[src/rtl/masked_mul_scheduler_pkg.sv]
// Shared sizing helpers for the masked multiplier scheduler and its arbiter.
// Pure functions only; no state.
package masked_mul_scheduler_pkg;

  // Number of cross-term masks an HPC1 multiplier needs for n shares.
  function automatic int num_quad(input int n);
    return (n * (n - 1)) / 2;
  endfunction

  function automatic int id_width(input int n);
    return (n > 2) ? $clog2(n) : 1;
  endfunction

endpackage

[src/rtl/masked_mul_scheduler_if.sv]
// Requester, randomness, multiplier and result buses of the scheduler.
// master = scheduler side, slave = environment side.
interface masked_mul_scheduler_if
  import masked_mul_scheduler_pkg::*;
#(
  parameter int NUM_SHARES = 2,
  parameter int BIT_WIDTH  = 1,
  parameter int NUM_REQ    = 4
);
  localparam int SW   = NUM_SHARES * BIT_WIDTH;
  localparam int PW   = num_quad(NUM_SHARES) * BIT_WIDTH;
  localparam int ID_W = id_width(NUM_REQ);

  logic                    in_enable;
  logic [NUM_REQ-1:0]      in_req_valid;
  logic [NUM_REQ*SW-1:0]   in_req_a;
  logic [NUM_REQ*SW-1:0]   in_req_b;
  logic [NUM_REQ-1:0]      out_req_ready;
  logic                    in_rand_valid;
  logic [SW-1:0]           in_rand_r;
  logic [PW-1:0]           in_rand_p;
  logic                    out_rand_ready;
  logic [SW-1:0]           out_mul_a;
  logic [SW-1:0]           out_mul_b;
  logic [SW-1:0]           out_mul_r;
  logic [PW-1:0]           out_mul_p;
  logic [SW-1:0]           in_mul_c;
  logic                    out_res_valid;
  logic [ID_W-1:0]         out_res_id;
  logic [SW-1:0]           out_res_c;
  logic                    out_busy;

  modport master (
    input  in_enable, in_req_valid, in_req_a, in_req_b,
    input  in_rand_valid, in_rand_r, in_rand_p, in_mul_c,
    output out_req_ready, out_rand_ready,
    output out_mul_a, out_mul_b, out_mul_r, out_mul_p,
    output out_res_valid, out_res_id, out_res_c, out_busy
  );

  modport slave (
    output in_enable, in_req_valid, in_req_a, in_req_b,
    output in_rand_valid, in_rand_r, in_rand_p, in_mul_c,
    input  out_req_ready, out_rand_ready,
    input  out_mul_a, out_mul_b, out_mul_r, out_mul_p,
    input  out_res_valid, out_res_id, out_res_c, out_busy
  );

endinterface

[src/rtl/masked_mul_scheduler_arbiter.sv]
// Round-robin arbiter: combinational one-hot grant, pointer holds last winner.
// Zero latency; pointer advances only when the grant is actually taken.
module round_robin_arbiter
  import masked_mul_scheduler_pkg::*;
#(
  parameter int NUM_REQ = 4,
  localparam int ID_W   = id_width(NUM_REQ)
) (
  input  logic               in_clock,
  input  logic               in_reset,
  input  logic [NUM_REQ-1:0] in_req,
  input  logic               in_advance,
  output logic [NUM_REQ-1:0] out_grant,
  output logic [ID_W-1:0]    out_grant_idx
);

  logic [ID_W-1:0]    r_ptr;
  logic [NUM_REQ-1:0] w_hi_mask;
  logic [NUM_REQ-1:0] w_req_hi;
  logic [NUM_REQ-1:0] w_pick;

  // Requests above the pointer take priority; otherwise wrap to the lowest index.
  always_comb begin
    w_hi_mask = '0;
    for (int j = 0; j < NUM_REQ; j++) begin
      w_hi_mask[j] = (j > int'(r_ptr));
    end
    w_req_hi = in_req & w_hi_mask;
    w_pick   = (|w_req_hi) ? w_req_hi : in_req;
  end

  always_comb begin
    out_grant     = '0;
    out_grant_idx = '0;
    for (int j = NUM_REQ - 1; j >= 0; j--) begin
      if (w_pick[j]) begin
        out_grant     = '0;
        out_grant[j]  = 1'b1;
        out_grant_idx = ID_W'(j);
      end
    end
  end

  always_ff @(posedge in_clock or negedge in_reset) begin
    if (!in_reset) begin
      r_ptr <= ID_W'(NUM_REQ - 1);
    end else if (in_advance && (|in_req)) begin
      r_ptr <= out_grant_idx;
    end
  end

endmodule

[src/rtl/masked_mul_scheduler.sv]
// Shares one HPC1 masked multiplier among NUM_REQ requesters, one issue per cycle,
// result 2 cycles after handshake; no result backpressure, issue stalls on enable/randomness.
module masked_mul_scheduler
  import masked_mul_scheduler_pkg::*;
#(
  parameter int NUM_SHARES = 2,
  parameter int BIT_WIDTH  = 1,
  parameter int NUM_REQ    = 4
) (
  input  logic                   in_clock,
  input  logic                   in_reset,
  masked_mul_scheduler_if.master bus
);

  localparam int SW   = NUM_SHARES * BIT_WIDTH;
  localparam int PW   = num_quad(NUM_SHARES) * BIT_WIDTH;
  localparam int ID_W = id_width(NUM_REQ);

  logic [1:0]         r_rst_sync;
  logic               w_rst_n;
  logic               w_issue;
  logic [NUM_REQ-1:0] w_grant;
  logic [ID_W-1:0]    w_grant_idx;
  logic [SW-1:0]      w_sel_a;
  logic [SW-1:0]      w_sel_b;

  logic               r_s1_vld;
  logic [ID_W-1:0]    r_s1_id;
  logic [SW-1:0]      r_s1_a;
  logic [PW-1:0]      r_s1_p;
  logic               r_s2_vld;
  logic [ID_W-1:0]    r_s2_id;

  // Reset asserts immediately, releases two clock edges later.
  always_ff @(posedge in_clock or negedge in_reset) begin
    if (!in_reset) begin
      r_rst_sync <= '0;
    end else begin
      r_rst_sync <= {r_rst_sync[0], 1'b1};
    end
  end

  assign w_rst_n = r_rst_sync[1];
  assign w_issue = w_rst_n & bus.in_enable & bus.in_rand_valid & (|bus.in_req_valid);

  round_robin_arbiter #(
    .NUM_REQ (NUM_REQ)
  ) u_arb (
    .in_clock      (in_clock),
    .in_reset      (w_rst_n),
    .in_req        (bus.in_req_valid),
    .in_advance    (w_issue),
    .out_grant     (w_grant),
    .out_grant_idx (w_grant_idx)
  );

  // One-hot AND-OR select so only the winner's shares ever reach the multiplier.
  always_comb begin
    w_sel_a = '0;
    w_sel_b = '0;
    for (int j = 0; j < NUM_REQ; j++) begin
      if (w_grant[j]) begin
        w_sel_a = w_sel_a | bus.in_req_a[j*SW +: SW];
        w_sel_b = w_sel_b | bus.in_req_b[j*SW +: SW];
      end
    end
  end

  assign bus.out_req_ready  = {NUM_REQ{w_issue}} & w_grant;
  assign bus.out_rand_ready = w_issue;
  assign bus.out_mul_b      = w_issue ? w_sel_b : '0;
  assign bus.out_mul_r      = w_issue ? bus.in_rand_r : '0;

  always_ff @(posedge in_clock or negedge w_rst_n) begin
    if (!w_rst_n) begin
      r_s1_vld <= 1'b0;
      r_s1_id  <= '0;
      r_s1_a   <= '0;
      r_s1_p   <= '0;
      r_s2_vld <= 1'b0;
      r_s2_id  <= '0;
    end else begin
      r_s1_vld <= w_issue;
      r_s1_id  <= w_issue ? w_grant_idx : '0;
      r_s1_a   <= w_issue ? w_sel_a : '0;
      r_s1_p   <= w_issue ? bus.in_rand_p : '0;
      r_s2_vld <= r_s1_vld;
      r_s2_id  <= r_s1_vld ? r_s1_id : '0;
    end
  end

  assign bus.out_mul_a     = r_s1_a;
  assign bus.out_mul_p     = r_s1_p;
  assign bus.out_res_valid = r_s2_vld;
  assign bus.out_res_id    = r_s2_id;
  assign bus.out_res_c     = r_s2_vld ? bus.in_mul_c : '0;
  assign bus.out_busy      = r_s1_vld | r_s2_vld;

endmodule

[src/flat_wrapper.sv]
// flat-port wrapper written by rule: the top's interface ports become plain ports
module masked_mul_scheduler_flat import masked_mul_scheduler_pkg::*;
#(
  parameter int NUM_SHARES = 2,
  parameter int BIT_WIDTH  = 1,
  parameter int NUM_REQ    = 4
)
  (in_clock, in_reset, bus_in_enable, bus_in_req_valid, bus_in_req_a, bus_in_req_b, bus_in_rand_valid, bus_in_rand_r, bus_in_rand_p, bus_in_mul_c, bus_out_req_ready, bus_out_rand_ready, bus_out_mul_a, bus_out_mul_b, bus_out_mul_r, bus_out_mul_p, bus_out_res_valid, bus_out_res_id, bus_out_res_c, bus_out_busy);
  masked_mul_scheduler_if #(.NUM_SHARES(NUM_SHARES), .BIT_WIDTH(BIT_WIDTH), .NUM_REQ(NUM_REQ)) bus_i ();
  input  logic in_clock;
  input  logic in_reset;
  input wire logic [$bits(bus_i.in_enable)-1:0] bus_in_enable;
  input wire logic [$bits(bus_i.in_req_valid)-1:0] bus_in_req_valid;
  input wire logic [$bits(bus_i.in_req_a)-1:0] bus_in_req_a;
  input wire logic [$bits(bus_i.in_req_b)-1:0] bus_in_req_b;
  input wire logic [$bits(bus_i.in_rand_valid)-1:0] bus_in_rand_valid;
  input wire logic [$bits(bus_i.in_rand_r)-1:0] bus_in_rand_r;
  input wire logic [$bits(bus_i.in_rand_p)-1:0] bus_in_rand_p;
  input wire logic [$bits(bus_i.in_mul_c)-1:0] bus_in_mul_c;
  output wire logic [$bits(bus_i.out_req_ready)-1:0] bus_out_req_ready;
  output wire logic [$bits(bus_i.out_rand_ready)-1:0] bus_out_rand_ready;
  output wire logic [$bits(bus_i.out_mul_a)-1:0] bus_out_mul_a;
  output wire logic [$bits(bus_i.out_mul_b)-1:0] bus_out_mul_b;
  output wire logic [$bits(bus_i.out_mul_r)-1:0] bus_out_mul_r;
  output wire logic [$bits(bus_i.out_mul_p)-1:0] bus_out_mul_p;
  output wire logic [$bits(bus_i.out_res_valid)-1:0] bus_out_res_valid;
  output wire logic [$bits(bus_i.out_res_id)-1:0] bus_out_res_id;
  output wire logic [$bits(bus_i.out_res_c)-1:0] bus_out_res_c;
  output wire logic [$bits(bus_i.out_busy)-1:0] bus_out_busy;
  assign bus_i.in_enable = bus_in_enable;
  assign bus_i.in_req_valid = bus_in_req_valid;
  assign bus_i.in_req_a = bus_in_req_a;
  assign bus_i.in_req_b = bus_in_req_b;
  assign bus_i.in_rand_valid = bus_in_rand_valid;
  assign bus_i.in_rand_r = bus_in_rand_r;
  assign bus_i.in_rand_p = bus_in_rand_p;
  assign bus_i.in_mul_c = bus_in_mul_c;
  assign bus_out_req_ready = bus_i.out_req_ready;
  assign bus_out_rand_ready = bus_i.out_rand_ready;
  assign bus_out_mul_a = bus_i.out_mul_a;
  assign bus_out_mul_b = bus_i.out_mul_b;
  assign bus_out_mul_r = bus_i.out_mul_r;
  assign bus_out_mul_p = bus_i.out_mul_p;
  assign bus_out_res_valid = bus_i.out_res_valid;
  assign bus_out_res_id = bus_i.out_res_id;
  assign bus_out_res_c = bus_i.out_res_c;
  assign bus_out_busy = bus_i.out_busy;
  masked_mul_scheduler #(.NUM_SHARES(NUM_SHARES), .BIT_WIDTH(BIT_WIDTH), .NUM_REQ(NUM_REQ)) u_core (.in_clock(in_clock), .in_reset(in_reset), .bus(bus_i));
endmodule
[config.mk]
export PLATFORM = sky130hd
export DESIGN_NAME = masked_mul_scheduler_flat
export DESIGN_NICKNAME = d
export VERILOG_FILES = /design/src/rtl/masked_mul_scheduler_pkg.sv /design/src/rtl/masked_mul_scheduler_if.sv /design/src/rtl/masked_mul_scheduler_arbiter.sv /design/src/rtl/masked_mul_scheduler.sv /design/src/flat_wrapper.sv
export SDC_FILE = /design/constraint.sdc
export NUM_CORES = 1
export LEC_CHECK = 0
export CELL_PAD_IN_SITES_DETAIL_PLACEMENT = 1
export CELL_PAD_IN_SITES_GLOBAL_PLACEMENT = 1
export CORE_MARGIN = 4
export CORE_UTILIZATION = 26
export CTS_CLUSTER_DIAMETER = 120
export DETAILED_ROUTE_END_ITERATION = 6
export GPL_TIMING_DRIVEN = 0
export PLACE_DENSITY_LB_ADDON = 0.1
export SYNTH_ARGS = -nofsm -noshare
export SYNTH_HDL_FRONTEND = slang
export SYNTH_SLANG_ARGS = --single-unit
[constraint.sdc]
create_clock -name in_clock -period 1.8 [get_ports in_clock]
set_input_delay 0.18 -clock in_clock [delete_from_list [all_inputs] [get_ports in_clock]]
set_output_delay 0.18 -clock in_clock [all_outputs]
set_load 0.02 [all_outputs]
### After elaboration in Yosys (flattened, before gate mapping)

Cells that the tools add are included.

| cells by class | value |
|---|---|
| reduce and logical (&&, ||, !) cells | 3 |
| order comparisons | 3 |
| bitwise gates (word level) | 12 |
| mux-type cells | 24 |

Operator list:

| operator | number |
|---|---|
| $mux W2 | 18 |
| $mux W4 | 5 |
| $or A2 B2 Y2 | 6 |
| $and A4 B4 Y4 | 2 |
| $reduce_or A4 Y1 | 2 |
| $gt A2 B2 Y1 const A | 2 |
| $and A1 B1 Y1 | 3 |
| $gt A1 B2 Y1 const A | 1 |
| $logic_and A1 B1 Y1 | 1 |
| $mux W1 | 1 |
| $or A1 B1 Y1 | 1 |

| word-level totals | value |
|---|---|
| register bits | 13 |
| word-level logic and storage cells | 50 |
| output and inout bits | 18 |
| input port bits | 29 |

### Logic depth before layout (Yosys ltp)

| logic depth | value |
|---|---|
| depth in word-level cells | 16 |
| depth in mapped cells | 5 |
| gate-level depth less buffers | 4 |

### By module

A second synthesis with hierarchy kept.

| unflattened totals | value |
|---|---|
| cells, all modules | 75 |
| area total of the unflattened synthesis | 762.0 µm² |

Modules (own cells, without submodules):

| module | times used | area an instance (µm²) | cells each |
|---|---|---|---|
| masked_mul_scheduler | 1 | 514.2 | 43 |
| round_robin_arbiter | 1 | 247.7 | 32 |

### Least setup slack after synthesis

Ideal clock, no wire load.

| timing | value |
|---|---|
| path type | register to output |
| start point | register u_core.u_arb.r_ptr[1] |
| end point | output port bus_out_req_ready[1] |
| data arrival time | 1.595 ns |
| stages on the path, launching flop included | 5 |
| path slack | 0.025 ns |
| path buffers | 1 |
| cell sequence | dfstp_2 buf_6 o21ba_4 a211oi_2 nor3b_1 |

| between the ends | value |
|---|---|
| cells in the longest elaborated chain, start to end | 8 |
| elaborated cells on any way between the ends | 10 |
| classes of those cells | 3 x order compare; 4 x mux; 2 x bitwise; 1 x reduce/logical |

Ends and longest elaborated chain:

| item | line | RTL |
|---|---|---|
| start: declaration | masked_mul_scheduler_arbiter.sv:17 | `logic [ID_W-1:0] r_ptr;` |
| start signal: assignment | masked_mul_scheduler_arbiter.sv:46 | `r_ptr <= ID_W'(NUM_REQ - 1);` |
| start signal: assignment | masked_mul_scheduler_arbiter.sv:48 | `r_ptr <= out_grant_idx;` |
| $gt A1 B2 Y1 or $gt A2 B2 Y1 (tied branches) | masked_mul_scheduler_arbiter.sv:26 | `w_hi_mask[j] = (j > int'(r_ptr));` |
| $and A4 B4 Y4 (*) | masked_mul_scheduler_arbiter.sv:28 | `w_req_hi = in_req & w_hi_mask;` |
| $reduce_or A4 Y1 | masked_mul_scheduler_arbiter.sv:29 | `w_pick = (\|w_req_hi) ? w_req_hi : in_req;` |
| $mux W4 (*) | masked_mul_scheduler_arbiter.sv:29 |  |
| $mux W4 (2 in series) | masked_mul_scheduler_arbiter.sv:36 | `if (w_pick[j]) begin` |
| $mux W4 (*) | masked_mul_scheduler_arbiter.sv:36 |  |
| $and A4 B4 Y4 (*) | masked_mul_scheduler.sv:69 | `assign bus.out_req_ready = {NUM_REQ{w_issue}} & w_grant;` |
| end: declaration | flat_wrapper.sv:20 | `output wire logic [$bits(bus_i.out_req_ready)-1:0] bus_out_req_ready;` |

Every way passes the cells marked *; elsewhere a longest branch is shown, timed or not.

### Worst setup path after layout

| timing | value |
|---|---|
| start point | register u_core.u_arb.r_ptr[0] |
| end point | output port bus_out_mul_b[1] |

| between the ends | value |
|---|---|
| cells in the longest elaborated chain, start to end | 15 |
| elaborated cells on any way between the ends | 18 |
| classes of those cells | 3 x order compare; 10 x mux; 4 x bitwise; 1 x reduce/logical |

Ends and longest elaborated chain:

| item | line | RTL |
|---|---|---|
| $gt A1 B2 Y1 or $gt A2 B2 Y1 (tied branches) | masked_mul_scheduler_arbiter.sv:26 |  |
| $and A4 B4 Y4 (*) | masked_mul_scheduler_arbiter.sv:28 |  |
| $reduce_or A4 Y1 | masked_mul_scheduler_arbiter.sv:29 |  |
| $mux W4 (*) | masked_mul_scheduler_arbiter.sv:29 |  |
| $mux W4 (2 in series) | masked_mul_scheduler_arbiter.sv:36 |  |
| $mux W4 (*) | masked_mul_scheduler_arbiter.sv:36 |  |
| $mux W2 | masked_mul_scheduler.sv:62 | `if (w_grant[j]) begin` |
| $or A2 B2 Y2 | masked_mul_scheduler.sv:64 | `w_sel_b = w_sel_b \| bus.in_req_b[j*SW +: SW];` |
| $mux W2 | masked_mul_scheduler.sv:62 |  |
| $or A2 B2 Y2 | masked_mul_scheduler.sv:64 |  |
| $mux W2 | masked_mul_scheduler.sv:62 |  |
| $or A2 B2 Y2 | masked_mul_scheduler.sv:64 |  |
| $mux W2 (*) | masked_mul_scheduler.sv:62 |  |
| $mux W2 (*) | masked_mul_scheduler.sv:71 | `assign bus.out_mul_b = w_issue ? w_sel_b : '0;` |
| end: declaration | flat_wrapper.sv:23 | `output wire logic [$bits(bus_i.out_mul_b)-1:0] bus_out_mul_b;` |

Marked as above.

==> flow_summary.rst <==
.. list-table::
   :header-rows: 1

   * - Metric
     - Value
   * - Outcome
     - finished, violations left
   * - Violated checks
     - setup timing
   * - Flip-flop and latch count after synthesis
     - 13
   * - Final Hold Slack
     - 0.0610 ns
   * - Share of layout cells above drive strength 1
     - 34.9%
   * - Cell leakage power
     - 0.000617 uW
   * - Remaining Overflow, GRT
     - 0
   * - Worst reg-to-reg path cell count
     - 6
   * - Synth warnings
     - 0
   * - Initial core utilization
     - 27.3%
   * - GR Layer Usage met2
     - 26.8%
   * - Relative area change from synthesis to final layout
     - 78.9%
   * - Pin count of the biggest net entering global routing
     - 13
   * - Crit path max-delay cell type
     - dfstp_2
   * - Std-Cell Rows
     - 20
   * - Die height
     - 64.9 um
   * - Synthesized cell area
     - 841 um2
   * - Met1 layer usage reported by global route
     - 18.6%
   * - Synthesized area per cell
     - 9.24 um2
   * - Dominant synthesized flop cell
     - dfrtp_1
   * - Global-route wire length before repair
     - 5060 um
   * - Stages on the worst setup path
     - 5
   * - Slew Viols, Final
     - 0
   * - Shortest clock period the worst path allows after layout
     - 1.93 ns
   * - Hold violation total from the final report
     - 0
   * - Critical path required time
     - 1.62 ns
   * - Critical path's top delay family
     - flip-flops
   * - Finish-stage setup viols
     - 4
   * - Post-detailed-route wirelength per cell
     - 15.2 um
   * - Global route hottest layer
     - met2
   * - I/O pin count
     - 47
   * - Power density over the cells
     - 656 mW/mm2
   * - Crit share post-route
     - 107%
   * - DRC viols
     - 0
   * - Worst path max stage delay
     - 0.57 ns
   * - Initial DRT Pass Iterations
     - 4
   * - Achievable clock frequency
     - 518 MHz
   * - Top fanout value on the critical path
     - 10
   * - Vias per Instance
     - 4.87
   * - Crit path buffers/inverters
     - 2
   * - Clock skew after layout
     - 0.000841 ns
   * - Number of vias in the routed layout
     - 940
   * - Most common library cell in the layout ignoring fill and taps
     - clkdlybuf4s50_1
   * - Post-route worst setup slack
     - -0.131 ns
   * - Crit start category
     - flop
   * - Final Util
     - 48.9%
   * - Post-synthesis cell type count
     - 32
   * - Number of maximum-capacitance constraint violations
     - 0
   * - Met3 demand-to-capacity share in global routing
     - 3.29%
   * - 1st-iter DRT viols
     - 21
   * - Clock input transition at the sequential cells of the worst setup and hold paths
     - 0.08 ns
   * - Gate count of the mapped netlist
     - 91
   * - # port buffers
     - 46
   * - Die width
     - 64.9 um
   * - CTS sink cnt
     - 13
   * - Std-Cell Core Area
     - 0.00308 mm2
   * - Number of global-route vias before repair
     - 1063
   * - Critical path class
     - reg -> out
   * - Floorplan die area
     - 0.00421 mm2
   * - Sum of net half-perimeters after detailed placement
     - 2150 um
   * - Nets@finish
     - 179
   * - Skew-Pair Late Insertion Delay
     - 0.27 ns
   * - Final ANT Viol Nets
     - 0
   * - Proportion of synthesized chip area in sequential cells
     - 39.0%
   * - TritonCTS clock tree
     - built
   * - Clock tree root driver cell
     - clkbuf_4
   * - Ys async rst share
     - 100%
   * - Antenna diodes
     - 0
   * - Total nets after synthesis
     - 120
   * - Worst supply voltage drop on vdd
     - 0.212 mV
   * - Aggregate routed wire length
     - 2930 um
   * - Number of enable flip-flop cells after synthesis
     - 0
   * - Antenna violations before repair
     - 0
   * - Bufs on Longest Clock Path
     - 2
   * - Worst setup EP type
     - output pin
   * - Hold-fix buffers, CTS
     - 0
   * - GRT Overall Usage
     - 15.3%
   * - CP arrival
     - 1.75 ns
   * - Worst setup slack after placement
     - -0.705 ns
   * - Tightest Hold Check Type
     - in -> async
   * - Worst path cell trace
     - buf_6 > o211a_1 > nand2_1 > a41oi_2 > buf_4
   * - Leading cell types in the layout, fill and taps excluded
     - clkdlybuf4s50_1 (33), buf_4 (12), nand2_1 (10), dfrtp_1 (10), and2_1 (7)
   * - H-Tree Level Count
     - 1
   * - Unrepaired setup endpoints after global routing
     - true
   * - Number of buffers added by the clock tree synthesis step
     - 3
   * - Placer congestion estimate
     - 0.791
## synth_stat cells, drive strengths merged (3+ instances only)
library cell	instances	area, um2
nor3	3	15.0
buf	5	43.8
a211oi	5	42.5
o21ai	8	40.0
a41oi	4	35.0
nand3	4	20.0
and2	8	50.1
o211ai	4	30.0
dfrtp	11	275
nor2	4	15.0
nand2	10	37.5
o21ba	3	36.3
## path summary, 6_finish.rpt
kind,slack [ns],from,to
worst max-delay path,-0.13,u_core.u_arb.r_ptr[0]$_DFFE_PN1P_,bus_out_mul_b[1]
worst min-delay path,0.06,in_reset,u_core.r_rst_sync[0]$_DFF_PN0_
worst max register to register,0.11,u_core.u_arb.r_ptr[1]$_DFFE_PN1P_,u_core.bus.out_mul_a[0]$_DFF_PN0_
worst min register to register,0.15,u_core.r_rst_sync[1]$_DFF_PN0_,u_core.bus.out_mul_a[1]$_DFF_PN0_
max in group asynchronous,1.36,u_core.r_rst_sync[1]$_DFF_PN0_,u_core.u_arb.r_ptr[1]$_DFFE_PN1P_
min in group in_clock,0.35,u_core.r_rst_sync[0]$_DFF_PN0_,u_core.r_rst_sync[1]$_DFF_PN0_
## cell type report
cell class / instances / area [um2]
fillers: 359 / 1570
multi-input cells: 71 / 552
repair buffers: 54 / 490
flip-flops and latches: 13 / 329
well taps: 44 / 55.1
plain buffers: 5 / 43.8
clock buffers: 4 / 26.3
inverters: 2 / 7.51
## metrics by stage
step           total power [uW]  TNS (ns)  cells  cell area (um2)
2_1_floorplan               565         0     91              841
3_3_place_gp                702     -5.11    181             1360
3_5_place_dp                711     -5.28    181             1360
4_1_cts                     982    -0.424    193             1480
5_1_grt                    1050    -0.870    193             1500
6_report                    987    -0.378    193             1500
## worst register-to-register path, delay by kind of cell (launching register included)
| family | cells | cell delay [ns] |
|---|---|---|
| compound gates | 4 | 0.80 |
| flops | 1 | 0.54 |
| buf+inv | 2 | 0.26 |
## per-layer routing
layer,wire length [um],part of all wire [%]
met5,0,0
met2,1570,54
met1,1190,41
met4,24,0.82
met3,137,4.7
## cell families (layout without fill, tap and decap cells)
family / count (synthesis) / count (layout) / synth area share, %
compound gates: 31 / 31 / 27.8
buf+inv: 7 / 65 / 6.10
flops: 13 / 13 / 39.0
other cells: 1 / 1 / 0.446
simple gates: 39 / 39 / 26.6
## power breakdown
part / total, uW / internal, uW / leakage, uW / switching [uW]
clock: 181 / 85.8 / 0.0000150 / 95.2
sequential: 341 / 321 / 0.000167 / 19.9
combinational: 465 / 230 / 0.000435 / 235
## state kept, by name (all words and copies together) (netlist names)
name / cells
u_core.bus.out_res_valid: 1
u_core.u_arb.r_ptr: 2
u_core.r_s1_vld: 1
u_core.r_s1_id: 2
u_core.r_rst_sync: 2
u_core.bus.out_res_id: 2
u_core.bus.out_mul_a: 2
u_core.bus.out_mul_p: 1
## timing repair
item,4_1_cts,5_1_grt
gates resized for setup,63,7
setup endpoints to repair,9,8
cloned,1,0
buffers inserted,7,0
pin swaps,9,3
hold endpoints to repair,0,0
Note: power is estimated with default switching activity, not from simulation.
